### config.mk
export PLATFORM = sky130hd
export DESIGN_NAME = csr_trap_redirect
export DESIGN_NICKNAME = d
export VERILOG_FILES = /design/src/rtl/riscv_defs.sv /design/src/rtl/csr_trap_drain_cnt.sv /design/src/rtl/csr_trap_redirect.sv
export SDC_FILE = /design/constraint.sdc
export NUM_CORES = 1
export LEC_CHECK = 0
export ABC_AREA = 1
export BUFFER_PORTS_ARGS = -buffer_cell sky130_fd_sc_hd__buf_2
export CAP_MARGIN = 20
export CORE_ASPECT_RATIO = 0.75
export CORE_MARGIN = 2
export CORE_UTILIZATION = 55
export DETAILED_ROUTE_END_ITERATION = 16
export GPL_ROUTABILITY_DRIVEN = 1
export PLACE_DENSITY = 0.83
export SLEW_MARGIN = 5
export SYNTH_ARGS = -nofsm -noshare
export SYNTH_HDL_FRONTEND = slang
export SYNTH_SLANG_ARGS = --single-unit
### constraint.sdc
create_clock -name clk -period 4.65 [get_ports clk]
set_input_delay 0.465 -clock clk [delete_from_list [all_inputs] [get_ports clk]]
set_output_delay 0.465 -clock clk [all_outputs]
set_load 0.05 [all_outputs]
### src/rtl/riscv_defs.sv
// Shared CSR-stage definitions: exception codes, trap-redirect FSM encoding, event decode.
// Pure declarations, no latency.
// No handshake of its own.
package riscv_defs;

    localparam int EXCEPTION_W = 5;

    localparam logic [EXCEPTION_W-1:0] EXCEPTION_NONE  = 5'd0;
    localparam logic [EXCEPTION_W-1:0] EXCEPTION_FENCE = 5'd1;
    localparam logic [EXCEPTION_W-1:0] EXCEPTION_FPU   = 5'd2;

    localparam logic [1:0] STATE_IDLE     = 2'd0;
    localparam logic [1:0] STATE_DRAIN    = 2'd1;
    localparam logic [1:0] STATE_INVAL    = 2'd2;
    localparam logic [1:0] STATE_REDIRECT = 2'd3;

    typedef enum logic [1:0] {
        ST_IDLE     = STATE_IDLE,
        ST_DRAIN    = STATE_DRAIN,
        ST_INVAL    = STATE_INVAL,
        ST_REDIRECT = STATE_REDIRECT
    } trap_state_e;

    localparam int DRAIN_CNT_W = 4;

    // FPU status codes ride along without a branch and are purely informational.
    function automatic logic is_trap_event(input logic                   valid,
                                           input logic                   branch,
                                           input logic [EXCEPTION_W-1:0] code);
        return valid && (branch || (code == EXCEPTION_FENCE));
    endfunction

endpackage

### src/rtl/csr_trap_drain_cnt.sv
// Loadable down-counter with zero flag, sets the flush drain window.
// zero_o reflects the registered count; load wins over decrement.
// Decrement saturates at zero, no backpressure.
module csr_trap_drain_cnt #(
    parameter int W = 4
) (
    input  logic         clk,
    input  logic         rst_n,
    input  logic         load_i,
    input  logic [W-1:0] load_val_i,
    input  logic         dec_i,
    output logic         zero_o
);

    logic [W-1:0] cnt_q;
    logic [W-1:0] cnt_d;

    always_comb begin
        cnt_d = cnt_q;
        if (load_i) begin
            cnt_d = load_val_i;
        end else if (dec_i && (cnt_q != '0)) begin
            cnt_d = cnt_q - W'(1);
        end
    end

    always_ff @(posedge clk or negedge rst_n) begin
        if (!rst_n) begin
            cnt_q <= '0;
        end else begin
            cnt_q <= cnt_d;
        end
    end

    assign zero_o = (cnt_q == '0);

endmodule

### src/rtl/csr_trap_redirect.sv
// CSR trap/FENCE.I sequencer: flush, optional I-cache invalidate, PC redirect; CSR_TRAP_PERF_EN adds counters.
// Latency: event at N -> flush N+1..N+DRAIN_CYCLES, redirect from N+DRAIN_CYCLES+1 (+inval wait).
// Backpressure: busy_o stalls upstream until fetch_ready_i accepts the held redirect.
module csr_trap_redirect
    import riscv_defs::*;
#(
    parameter int unsigned DRAIN_CYCLES = 2,
    parameter logic [31:0] RESET_PC     = 32'h0000_0000
) (
    input  logic                   clk,
    input  logic                   rst_n,
    input  logic                   evt_valid_i,
    input  logic [EXCEPTION_W-1:0] exception_i,
    input  logic                   csr_branch_i,
    input  logic [31:0]            csr_target_i,
    input  logic [31:0]            exception_pc_i,
    input  logic                   fetch_ready_i,
    input  logic                   icache_inv_done_i,
    output logic                   flush_o,
    output logic                   icache_inv_o,
    output logic                   redirect_valid_o,
    output logic [31:0]            redirect_pc_o,
    output logic                   busy_o
`ifdef CSR_TRAP_PERF_EN
    ,
    output logic [31:0]            trap_count_o,
    output logic [15:0]            fence_count_o
`endif
);

    trap_state_e state_q, state_d;
    logic [31:0] target_q, target_d;
    logic        fence_q, fence_d;
    logic [31:0] redirect_pc_q, redirect_pc_d;
    logic        take_evt;
    logic        drain_zero;

    assign take_evt = (state_q == ST_IDLE) &&
                      is_trap_event(evt_valid_i, csr_branch_i, exception_i);

    csr_trap_drain_cnt #(
        .W (DRAIN_CNT_W)
    ) u_drain_cnt (
        .clk        (clk),
        .rst_n      (rst_n),
        .load_i     (take_evt),
        .load_val_i (DRAIN_CNT_W'(DRAIN_CYCLES - 1)),
        .dec_i      (state_q == ST_DRAIN),
        .zero_o     (drain_zero)
    );

    always_ff @(posedge clk or negedge rst_n) begin
        if (!rst_n) begin
            state_q <= ST_IDLE;
        end else begin
            state_q <= state_d;
        end
    end

    always_comb begin
        state_d = state_q;
        case (state_q)
            ST_IDLE:     if (take_evt)          state_d = ST_DRAIN;
            ST_DRAIN:    if (drain_zero)        state_d = fence_q ? ST_INVAL : ST_REDIRECT;
            ST_INVAL:    if (icache_inv_done_i) state_d = ST_REDIRECT;
            ST_REDIRECT: if (fetch_ready_i)     state_d = ST_IDLE;
            default:                            state_d = ST_IDLE;
        endcase
    end

    // Target is captured once at the taking edge; the offered PC is latched on REDIRECT entry
    // so it stays frozen through backpressure and persists afterwards in IDLE.
    always_comb begin
        target_d      = target_q;
        fence_d       = fence_q;
        redirect_pc_d = redirect_pc_q;
        if (take_evt) begin
            target_d = csr_branch_i ? csr_target_i : (exception_pc_i + 32'd4);
            fence_d  = (exception_i == EXCEPTION_FENCE);
        end
        if ((state_d == ST_REDIRECT) && (state_q != ST_REDIRECT)) begin
            redirect_pc_d = target_q;
        end
    end

    always_ff @(posedge clk or negedge rst_n) begin
        if (!rst_n) begin
            target_q      <= '0;
            fence_q       <= 1'b0;
            redirect_pc_q <= RESET_PC;
        end else begin
            target_q      <= target_d;
            fence_q       <= fence_d;
            redirect_pc_q <= redirect_pc_d;
        end
    end

    always_comb begin
        flush_o          = 1'b0;
        icache_inv_o     = 1'b0;
        redirect_valid_o = 1'b0;
        busy_o           = 1'b0;
        case (state_q)
            ST_DRAIN:    begin flush_o          = 1'b1; busy_o = 1'b1; end
            ST_INVAL:    begin icache_inv_o     = 1'b1; busy_o = 1'b1; end
            ST_REDIRECT: begin redirect_valid_o = 1'b1; busy_o = 1'b1; end
            default:     ;
        endcase
    end

    assign redirect_pc_o = redirect_pc_q;

`ifdef CSR_TRAP_PERF_EN
    logic [31:0] trap_count_q, trap_count_d;
    logic [15:0] fence_count_q, fence_count_d;

    always_comb begin
        trap_count_d  = trap_count_q;
        fence_count_d = fence_count_q;
        if ((state_q == ST_REDIRECT) && fetch_ready_i) begin
            trap_count_d = trap_count_q + 32'd1;
        end
        if ((state_q == ST_INVAL) && icache_inv_done_i) begin
            fence_count_d = fence_count_q + 16'd1;
        end
    end

    always_ff @(posedge clk or negedge rst_n) begin
        if (!rst_n) begin
            trap_count_q  <= '0;
            fence_count_q <= '0;
        end else begin
            trap_count_q  <= trap_count_d;
            fence_count_q <= fence_count_d;
        end
    end

    assign trap_count_o  = trap_count_q;
    assign fence_count_o = fence_count_q;
`endif

    // A non-FPU, non-FENCE code without a branch means the CSR file lost a trap.
    a_no_orphan_exception: assert property (@(posedge clk) disable iff (!rst_n)
        !(evt_valid_i && !csr_branch_i && (exception_i != EXCEPTION_NONE) &&
          (exception_i != EXCEPTION_FENCE) && (exception_i != EXCEPTION_FPU)));

endmodule

==> results of run 1 <==
-- kinds of logic after synthesis --
group	count (synthesis)	synth area share, %
flip-flops	71	43.83
AND/OR/NAND/NOR	394	41.20
buffers and inverters	55	6.358
AO/OA/AOI/OAI	46	6.173
XOR/XNOR	7	1.512
adder cells (fa/ha/maj)	3	0.9260
-- layout make-up --
class | count | area (sq um) | area share (%)
inverter | 33 | 123.9 | 2.598
timing repair buffer | 111 | 558.0 | 11.71
tap | 101 | 126.4 | 2.651
clock buffer | 10 | 127.6 | 2.677
clock inverter | 5 | 35.03 | 0.7349
sequential | 71 | 1777 | 37.27
multi-input combinational | 450 | 2019 | 42.36
-- metal layers --
layer	vias up	GRT usage [%]
li1	2036	-
met1	1881	39.29
met2	139	46.56
met3	11	5.966
met4	0	7.368
met5	-	0
-- cell usage in the layout, fill, tap and decap left out, drive strengths merged --
cell type | Yosys | routed
nand2 | 215 | 215
buf | 15 | 111
nor2 | 93 | 93
dfrtp | 71 | 71
nand3 | 68 | 68
inv | 33 | 34
a21oi | 19 | 19
o21ai | 18 | 18
clkbuf | 7 | 10
nand3b | 8 | 8
xor2 | 6 | 6
a31oi | 5 | 5
or2 | 5 | 5
nand4 | 3 | 3
ha | 3 | 3
clkinv | 0 | 3
a21o | 2 | 2
nor3 | 2 | 2
o211ai | 1 | 1
o21a | 1 | 1
xnor2 | 1 | 1
clkinvlp | 0 | 1
-- state kept, by name, indices dropped and copies added (netlist names) --
name and count:
redirect_pc_o 32, u_drain_cnt.cnt_q 4, target_q 32, fence_q 1, state_q 2
-- power breakdown --
part | total [W] | internal, W | switching (W)
logic | 0.00149 | 0.000374 | 0.00111
registers | 0.00106 | 0.000906 | 0.000156
clock network | 0.000423 | 0.000192 | 0.000231
-- how the worst max path moves through the flow --
stage | end | depth (start not counted) | slack, ns
after floorplan | redirect_pc_o[0] | 7 | 2.69
after global placement | redirect_pc_o[5] | 8 | 1.80
after detailed placement | redirect_pc_o[21] | 8 | 1.69
after CTS | redirect_pc_o[26] | 8 | 2.03
after global routing | redirect_pc_o[26] | 8 | 1.75
final | redirect_pc_o[26] | 8 | 2.01
-- critical path, cell delays in order --
cell      delay, ns
buf_2          0.24
inv_2          0.57
nand2_1        0.20
nand2_4        0.39
nand3b_4       0.39
nand2_4        0.42
nand2_1        0.13
nand2_1        0.09
-- through the flow --
step	total power (W)	utilization, %	instance area (sq um)	hold slack, ns
global route	0.003199	65.94	4767	0.1744
global placement	0.002501	63.69	4604	0.4513
detailed placement	0.002555	63.69	4604	0.4535
floorplan	0.002249	-	4054	0.1694
finish	0.002971	65.94	4767	0.1487
CTS	0.002985	65.94	4767	0.1552
==> metrics.md, run 1 <==
| Metric | Value |
|---|---|
| Post-synth EDFFs | `0` |
| First-pass GRT wire length | `17,810 microns` |
| Peak supply drop | `0.0004297 V` |
| Clk slew on worst S/H paths | `0.07 ns` |
| Hold Buf Count CTS | `0` |
| Pins over their slew limit | `0` |
| # Max-Cap Violations | `0` |
| GR Util All Layers | `28.68%` |
| R2R Setup Slk | `2.49 ns` |
| Post-CTS Setup Inserts | `0` |
| Most numerous cell in the Yosys netlist | `nand2_1` |
| Placed insts | `766` |
| Final Non-Filler Cells | `781` |
| Ys flop type | `dfrtp_1` |
| IO Pins | `111` |
| Hold Crit Class | `in -> async` |
| Largest net degree at the start of global routing | `46` |
| Via Count | `4,067` |
| Critical Path Start | `csr_branch_i` |
| Skew-Pair Late Insertion Delay | `0.35 ns` |
| Router iterations before antenna repair | `5` |
| Shortest period the worst path allows | `2.642 ns` |
| Vias in the first global route | `3,830` |
| FMAX | `378.5 MHz` |
| Final worst slack | `2.008 ns` |
| Routability congestion estimate | `0.9211` |
| CTS tree | `built` |
| Sequential element share of the synthesized area | `43.83%` |
| DRT Wirelength | `10,980 microns` |
| Synth top area cells | `dfrtp_1, nand2_1, nand3_1` |
| R2R depth | `8` |
| Max H-tree Level | `3` |
| Leading area contributor after synthesis | `dfrtp_1` |
| RR Startpoint | `u_drain_cnt.cnt_q[0]` |
| Static Leak | `2.577 nW` |
| Post-cts resize count | `0` |
| Critical path fanouts, max | `45` |
| Least-Margin Pin Slew | `0.6847 ns` |
| Pre-CTS WS | `1.692 ns` |
| Initial Utilization | `56.07%` |
| Critical Path AT | `2.92 ns` |
| Share of layout cells above drive strength 1 | `20.29%` |
| Status | `finished, final reports clean` |
| Async SR Flop Fraction | `100.0%` |
| DRT iter0 DRCs | `279` |
| Hold Fails Final Rpt | `0` |
| Post-Synthesis Cells | `576` |
| # DRC | `0` |
| Synth-to-layout area growth | `17.59%` |
| Sinks on Clock Net | `71` |
| Top post-synthesis cells by count | `nand2_1, nor2_1, dfrtp_1, nand3_1, inv_1` |
| Metal3 WL | `755 microns` |
| Diodes inserted | `0` |
| Port buffer count | `110` |
| Slew headroom | `54.29%` |
| Drt via density | `5.207` |
| Crit end category | `flop` |
| M1 WL | `4998 microns` |
| Top Layer Used | `met4` |
| Synth Cell Area | `0.004054 sq mm` |
| DIE WIDTH | `103.1 microns` |
| DR WL met2 | `5122 microns` |
| Synthesized net count | `654` |
| Register bit count reported by yosys | `71` |
| Nets | `754` |
| Critical setup path kind | `in -> reg` |
| Drt wl/cell | `14.06 microns` |
| CTS Root Cell | `clkbuf_8` |
| Die area | `0.008081 sq mm` |
| Die H | `78.35 microns` |
| Setup violators final | `0` |
| Grt total ovfl | `0` |
| RSZ-0062 raised after global routing | `no` |
| Post-route ant nets | `0` |
| Worst EP required | `4.93 ns` |
| Antenna violations before repair | `0` |
| Fillers | `683` |
| Post-DP HPWL | `8483 microns` |
| Clk_skew | `0.01205 ns` |
| Std-Cell Rows | `27` |
| Max clock buf depth | `2` |
| Worst setup SP type | `input pin` |
| Ys Warns | `0` |
| Synth Area per Inst | `7.038 sq um` |
| R2r endpoint | `redirect_pc_o[26]` |
| Tcrit/Tclk final | `56.82%` |
| Synth top area share | `43.83%` |
| Core box area | `0.007229 sq mm` |
| Synth cell types | `31` |
| Clock buffer count from CTS | `9` |
| Pwr Density | `623.2 mW/mm^2` |
| TNS Setup | `0 ns` |
Power figures use the tool's default switching activity.
==> inputs of run 2 (changes only) <==
CORE_UTILIZATION = 53   (was 55)
PLACE_DENSITY = 0.81   (was 0.83)
clock period = 2.8 ns   (was 4.65 ns; I/O delays follow)
==> metrics.md, run 2 (synthesis results as in run 1) <==
| Metric | Value |
|---|---|
| Largest net degree at the start of global routing | `45 (-2.2%)` |
| R2R depth | `8 (unchanged)` |
| Static Leak | `2.632 nW (+2.1%)` |
| GR Util All Layers | `29.12% (+0.44 points)` |
| Fillers | `700 (+2.5%)` |
| Std-Cell Rows | `27 (unchanged)` |
| Sw Pwr | `0.002532 W (+69%)` |
| # Max-Cap Violations | `0 (unchanged)` |
| Nets | `756 (+0.27%)` |
| Clock buffer count from CTS | `9 (unchanged)` |
| Commonest non-fill, non-tap cell in the layout | `nand2_1` |
| CTS tree | `built` |
| Pwr Density | `1083 mW/mm^2 (+74%)` |
| Slew headroom | `49.20% (-5.1 points)` |
| DIE WIDTH | `105.0 microns (+1.8%)` |
| Least-Margin Pin Slew | `0.7619 ns (+0.07727 ns)` |
| Logic pwr share | `47.2% (-2.8 points)` |
| Via Count | `4,155 (+2.2%)` |
| Failing checks | `negative hold slack` |
| Crit-path most repeated cell | `nand2_1` |
| Shortest period the worst path allows | `2.164 ns` |
| RSZ-0062 raised after global routing | `no` |
| Sw frac | `47.93% (-2.5 points)` |
| Worst EP required | `3.08 ns (-1.85 ns)` |
| # DRC | `0 (unchanged)` |
| Total power draw | `0.005284 W (+78%)` |
| DRT Wirelength | `11,400 microns (+3.8%)` |
| Skew-Pair Late Insertion Delay | `0.35 ns (about the same)` |
| Critical path fanouts, max | `34 (-24%)` |
| R2R Setup Slk | `0.64 ns (-1.85 ns)` |
| Clock power share | `19.1% (+4.9 points)` |
| Synth-to-layout area growth | `20.31%` |
| Initial Utilization | `55.05% (-1.0 points)` |
| Clk slew on worst S/H paths | `0.08 ns (about the same)` |
| Post-DP HPWL | `8411 microns (-0.84%)` |
| Cell Int Power | `0.002751 W (+87%)` |
| Grt total ovfl | `0 (unchanged)` |
| Max clock buf depth | `2 (unchanged)` |
| Peak supply drop | `0.0007988 V (+86%)` |
| Multi-input gate area | `0.002019 sq mm (unchanged)` |
| Diodes inserted | `0 (unchanged)` |
| Hold Crit Class | `in -> async` |
| Routability congestion estimate | `0.9818 (+6.6%)` |
| Post-route ant nets | `0 (unchanged)` |
| Core box area | `0.007365 sq mm (+1.9%)` |
| Antenna violations before repair | `0 (unchanged)` |
| DRT iter0 DRCs | `465 (+67%)` |
| Setup violators final | `0 (unchanged)` |
| Worst Path Buf+Inv | `1 (-1)` |
| Part of the power in registers | `33.7% (-2.1 points)` |
| IO Pins | `111 (unchanged)` |
| Drt wl/cell | `14.54 microns (+3.4%)` |
| Max stage delay on crit path | `0.45 ns (-0.12 ns)` |
| Die area | `0.008372 sq mm (+3.6%)` |
| Worst setup SP type | `flop` |
| Hold Fails Final Rpt | `10 (+10)` |
| Seq. cell area | `0.001777 sq mm (unchanged)` |
| CTS Root Cell | `clkbuf_8` |
| Hold Buf Count CTS | `0 (unchanged)` |
| Post-cts resize count | `0 (unchanged)` |
| FMAX | `462.0 MHz` |
| Pins over their slew limit | `0 (unchanged)` |
| R2r endpoint | `redirect_pc_o[3]` |
| Crit path cell chain | `inv_1 -> ha_1 -> nand3_1 -> o211ai_1 -> nand3b_4 -> nand2_4 -> nand2_1 -> nand2_1` |
| CP max stage cell | `nand2_4` |
| Critical setup path kind | `reg -> reg` |
| Top delay family on crit path | `simple AND/OR/NAND/NOR gates` |
| Most frequent cells in the layout | `nand2_1, buf_2, nor2_1` |
| Tcrit/Tclk final | `77.30%` |
| First-pass GRT wire length | `18,960 microns (+6.5%)` |
| RR Startpoint | `u_drain_cnt.cnt_q[0]` |
| Crit end category | `flop` |
| Max H-tree Level | `3 (unchanged)` |
| Hold Slack | `-0.006090 ns (-0.1548 ns)` |
| Layout Utilization | `66.22% (+0.29 points)` |
| Router iterations before antenna repair | `5 (unchanged)` |
| Clk_skew | `0.01157 ns (-0.0004812 ns)` |
| Post-CTS Setup Inserts | `0 (unchanged)` |
| Sinks on Clock Net | `71 (unchanged)` |
| Port buffer count | `110 (unchanged)` |
| TNS Setup | `0 ns (unchanged)` |
| Drt via density | `5.300 (+1.8%)` |
| Status | `finished with violations` |
| Share of layout cells above drive strength 1 | `20.64% (+0.35 points)` |
| Die H | `79.74 microns (+1.8%)` |
| Vias in the first global route | `3,857 (+0.70%)` |
| Critical Path AT | `2.45 ns (-0.47 ns)` |
## run 2: cell types whose count changed in the layout (fill, tap and decap cells not counted)
| cell | change |
|---|---|
| clkbuf_8 | +1 |
| buf_12 | +1 |
| clkinv_2 | -1 |
| clkinv_4 | -1 |
| buf_4 | +1 |
| clkinvlp_4 | -1 |
| bufinv_16 | +3 |
## run 2: cell type report
class                   instances  area share, %
clock buffers                  11          2.899
flip-flops and latches         71          36.43
clock inverters                 5          2.129
well taps                     101          2.591
multi-input cells             450          41.41
inverters                      33          2.540
repair buffers                113          12.01
## run 2: per-stage QoR
step	setup slack [ns]	hold slack, ns	area, sq um	instances
6_report	0.6356	-0.006090	4877	784
5_1_grt	0.4070	0.04369	4877	784
4_1_cts	0.6202	0.01704	4877	784
3_5_place_dp	0.6678	0.3954	4632	768
3_3_place_gp	0.7729	0.3786	4632	768
2_1_floorplan	0.8371	-0.01559	4054	576
## run 2: power by group through the flow
stage / clock, W / combinational [W] / sequential [W]
finish: 0.00101 / 0.00250 / 0.00178
global route: 0.00106 / 0.00275 / 0.00183
CTS: 0.00102 / 0.00251 / 0.00177
detailed placement: 0 / 0.00249 / 0.00179
global placement: 0 / 0.00243 / 0.00177
floorplan: 0 / 0.00132 / 0.00242
## run 2: worst reg2reg max path, stage by stage (launching register included)
cell      delay, ns
dfrtp_1        0.36
inv_1          0.12
ha_1           0.16
nand3_1        0.11
o211ai_1       0.28
nand3b_4       0.40
nand2_4        0.46
nand2_1        0.12
nand2_1        0.08
## run 2: routing by layer
layer / global-route usage, % / wire (microns)
met4: 8.533 / 227
met5: 0 / 0
met1: 39.98 / 5189
met2: 47.21 / 5164
met3: 5.796 / 817
## run 2: how the worst max path moves through the flow
stage	from	endpoint	slack, ns	cells past startpoint
after floorplan	state_q[1]	redirect_pc_o[0]	0.84	7
after global placement	u_drain_cnt.cnt_q[0]	redirect_pc_o[22]	0.77	8
after detailed placement	u_drain_cnt.cnt_q[0]	redirect_pc_o[3]	0.67	8
after CTS	u_drain_cnt.cnt_q[0]	redirect_pc_o[21]	0.62	8
after global routing	u_drain_cnt.cnt_q[0]	redirect_pc_o[21]	0.41	8
final	u_drain_cnt.cnt_q[0]	redirect_pc_o[3]	0.64	8
==> inputs of run 3 (changes only) <==
clock period = 2.2 ns   (was 2.8 ns; I/O delays follow)
==> metrics.md, run 3 (synthesis results as in run 1) <==
| Metric | Value |
|---|---|
| Status | `finished, final reports clean` |
| Slew headroom | `55.26% (+6.1 points)` |
| Crit path cell chain | `inv_1 -> ha_1 -> nand3_1 -> nand2_1 -> a21oi_2 -> nor2_8 -> nand2_4 -> nand2_1 -> nand2_1` |
| First-pass GRT wire length | `18,310 microns (-3.5%)` |
| Nets | `760 (+0.53%)` |
| Shortest period the worst path allows | `1.813 ns (-0.3513 ns)` |
| Pwr Density | `1336 mW/mm^2 (+23%)` |
| Logic pwr share | `49.7% (+2.5 points)` |
| Vias in the first global route | `3,864 (+0.18%)` |
| DRT Wirelength | `11,180 microns (-2.0%)` |
| Synth-to-layout area growth | `19.75%` |
| Worst Path Buf+Inv | `1 (unchanged)` |
| Hold Crit Class | `in -> reg` |
| Hold Fails Final Rpt | `0 (-10)` |
| Tcrit/Tclk final | `82.41% (+5.1 points)` |
| DIE WIDTH | `105.0 microns (unchanged)` |
| Grt total ovfl | `0 (unchanged)` |
| Worst setup SP type | `flop` |
| # DRC | `0 (unchanged)` |
| Clk_skew | `0.009471 ns (-0.002097 ns)` |
| Least-Margin Pin Slew | `0.6710 ns (-0.09091 ns)` |
| Top delay family on crit path | `simple AND/OR/NAND/NOR gates` |
| Placed insts | `771 (+0.39%)` |
| Critical setup path kind | `reg -> reg` |
| DRT iter0 DRCs | `284 (-39%)` |
| Via Count | `4,074 (-1.9%)` |
| Initial Utilization | `55.05% (unchanged)` |
| Post-DP HPWL | `8435 microns (+0.28%)` |
| GR Util All Layers | `27.63% (-1.5 points)` |
| Largest net degree at the start of global routing | `45 (unchanged)` |
| Total power draw | `0.006485 W (+23%)` |
| Max H-tree Level | `3 (unchanged)` |
| Critical Path AT | `2.03 ns (-0.42 ns)` |
| IO Pins | `111 (unchanged)` |
| Commonest non-fill, non-tap cell in the layout | `nand2_1` |
| Sinks on Clock Net | `71 (unchanged)` |
| Drt via density | `5.170 (-2.4%)` |
| Core box area | `0.007365 sq mm (unchanged)` |
| Sw frac | `49.48% (+1.6 points)` |
| Die area | `0.008372 sq mm (unchanged)` |
| Crit end category | `flop` |
| Worst EP required | `2.41 ns (-0.67 ns)` |
| Clock buffer count from CTS | `9 (unchanged)` |
| Cell Int Power | `0.003276 W (+19%)` |
| Std-Cell Rows | `27 (unchanged)` |
| Clk slew on worst S/H paths | `0.08 ns (about the same)` |
| Router iterations before antenna repair | `5 (unchanged)` |
| Max clock buf depth | `2 (unchanged)` |
| Seq. cell area | `0.001777 sq mm (unchanged)` |
| Static Leak | `2.616 nW (-0.59%)` |
| Diodes inserted | `0 (unchanged)` |
| Multi-input gate area | `0.002019 sq mm (unchanged)` |
| Skew-Pair Late Insertion Delay | `0.33 ns (-0.02 ns)` |
| Sw Pwr | `0.003209 W (+27%)` |
| Port buffer count | `110 (unchanged)` |
| Post-CTS Setup Inserts | `0 (unchanged)` |
| Routability congestion estimate | `0.9209 (-6.2%)` |
| Most frequent cells in the layout | `nand2_1, buf_2, nor2_1` |
| RSZ-0062 raised after global routing | `no` |
| Die H | `79.74 microns (unchanged)` |
| Clock power share | `15.7% (-3.4 points)` |
| Fillers | `719 (+2.7%)` |
| TNS Setup | `0 ns (unchanged)` |
| Final Non-Filler Cells | `788 (+0.51%)` |
| Critical path fanouts, max | `32 (-5.9%)` |
| Peak supply drop | `0.0008645 V (+8.2%)` |
| CP max stage cell | `dfrtp_1` |
| Max stage delay on crit path | `0.36 ns (-0.09 ns)` |
| Antenna violations before repair | `0 (unchanged)` |
| Post-route ant nets | `0 (unchanged)` |
| CTS Root Cell | `clkbuf_8` |
| CTS tree | `built` |
| # Max-Cap Violations | `0 (unchanged)` |
| Share of layout cells above drive strength 1 | `20.82% (+0.17 points)` |
| FMAX | `551.5 MHz (+19%)` |
| Drt wl/cell | `14.18 microns (-2.5%)` |
| Setup violators final | `0 (unchanged)` |
| Crit-path most repeated cell | `nand2_1` |
| Pins over their slew limit | `0 (unchanged)` |
| Part of the power in registers | `34.6% (+0.9 points)` |
run 3: repair_timing:
action / CTS / global route
gates resized for setup: 0 / 0
endpoints found under the setup margin: 0 / 0
endpoints found under the hold margin: 27 / 0
hold buffers: 1 / 0
run 3: final timing paths:
path / startpoint / end / slack (ns) / depth (start not counted)
setup / recovery: u_drain_cnt.cnt_q[0] / redirect_pc_o[4] / 0.39 / 9
hold / removal: exception_pc_i[0] / target_q[0] / 0.15 / 3
setup reg to reg: u_drain_cnt.cnt_q[0] / redirect_pc_o[4] / 0.39 / 9
hold reg to reg: redirect_pc_o[9] / redirect_pc_o[9] / 0.47 / 2
max in group asynchronous: rst_n / redirect_pc_o[21] / 1.05 / 3
min in group asynchronous: rst_n / target_q[13] / 0.46 / 2
run 3: power groups by stage:
| stage | clock [W] | sequential, W | combinational, W |
|---|---|---|---|
| global route | 0.00109 | 0.00231 | 0.00356 |
| floorplan | 0 | 0.00308 | 0.00168 |
| global placement | 0 | 0.00224 | 0.00314 |
| detailed placement | 0 | 0.00226 | 0.00323 |
| CTS | 0.00103 | 0.00224 | 0.00325 |
| finish | 0.00102 | 0.00224 | 0.00323 |
run 3: worst reg2reg max path, cell delays in order, from the launching register on:
cell     delay [ns]
dfrtp_1        0.36
inv_1          0.13
ha_1           0.18
nand3_1        0.12
nand2_1        0.09
a21oi_2        0.09
nor2_8         0.25
nand2_4        0.27
nand2_1        0.14
nand2_1        0.06
run 3: layout make-up:
class                   instances  area share (%)
flip-flops and latches         71           36.60
inverters                      33           2.552
clock inverters                 5           1.211
well taps                     101           2.603
clock buffers                  11           2.706
multi-input cells             450           41.60
repair buffers                117           12.73
run 3: metrics by stage:
| stage | hold WS [ns] | setup slack (ns) | utilization (%) | area (sq um) |
|---|---|---|---|---|
| after CTS | 0.1502 | 0.3670 | 65.92 | 4855 |
| after global placement | 0.2790 | 0.3100 | 63.20 | 4654 |
| after detailed placement | 0.2818 | 0.2928 | 63.20 | 4654 |
| final | 0.1547 | 0.3869 | 65.92 | 4855 |
| after global routing | 0.1641 | 0.1769 | 65.92 | 4855 |
| after floorplan | -0.07559 | 0.2371 | - | 4054 |
run 3: metal layers:
| layer | vias to the layer above | track usage (%) | routed length (microns) |
|---|---|---|---|
| li1 | 2040 | - | - |
| met1 | 1883 | 38.09 | 5135 |
| met2 | 134 | 45.91 | 5250 |
| met3 | 17 | 4.980 | 654 |
| met4 | 0 | 6.267 | 136 |
| met5 | - | 0 | 0 |
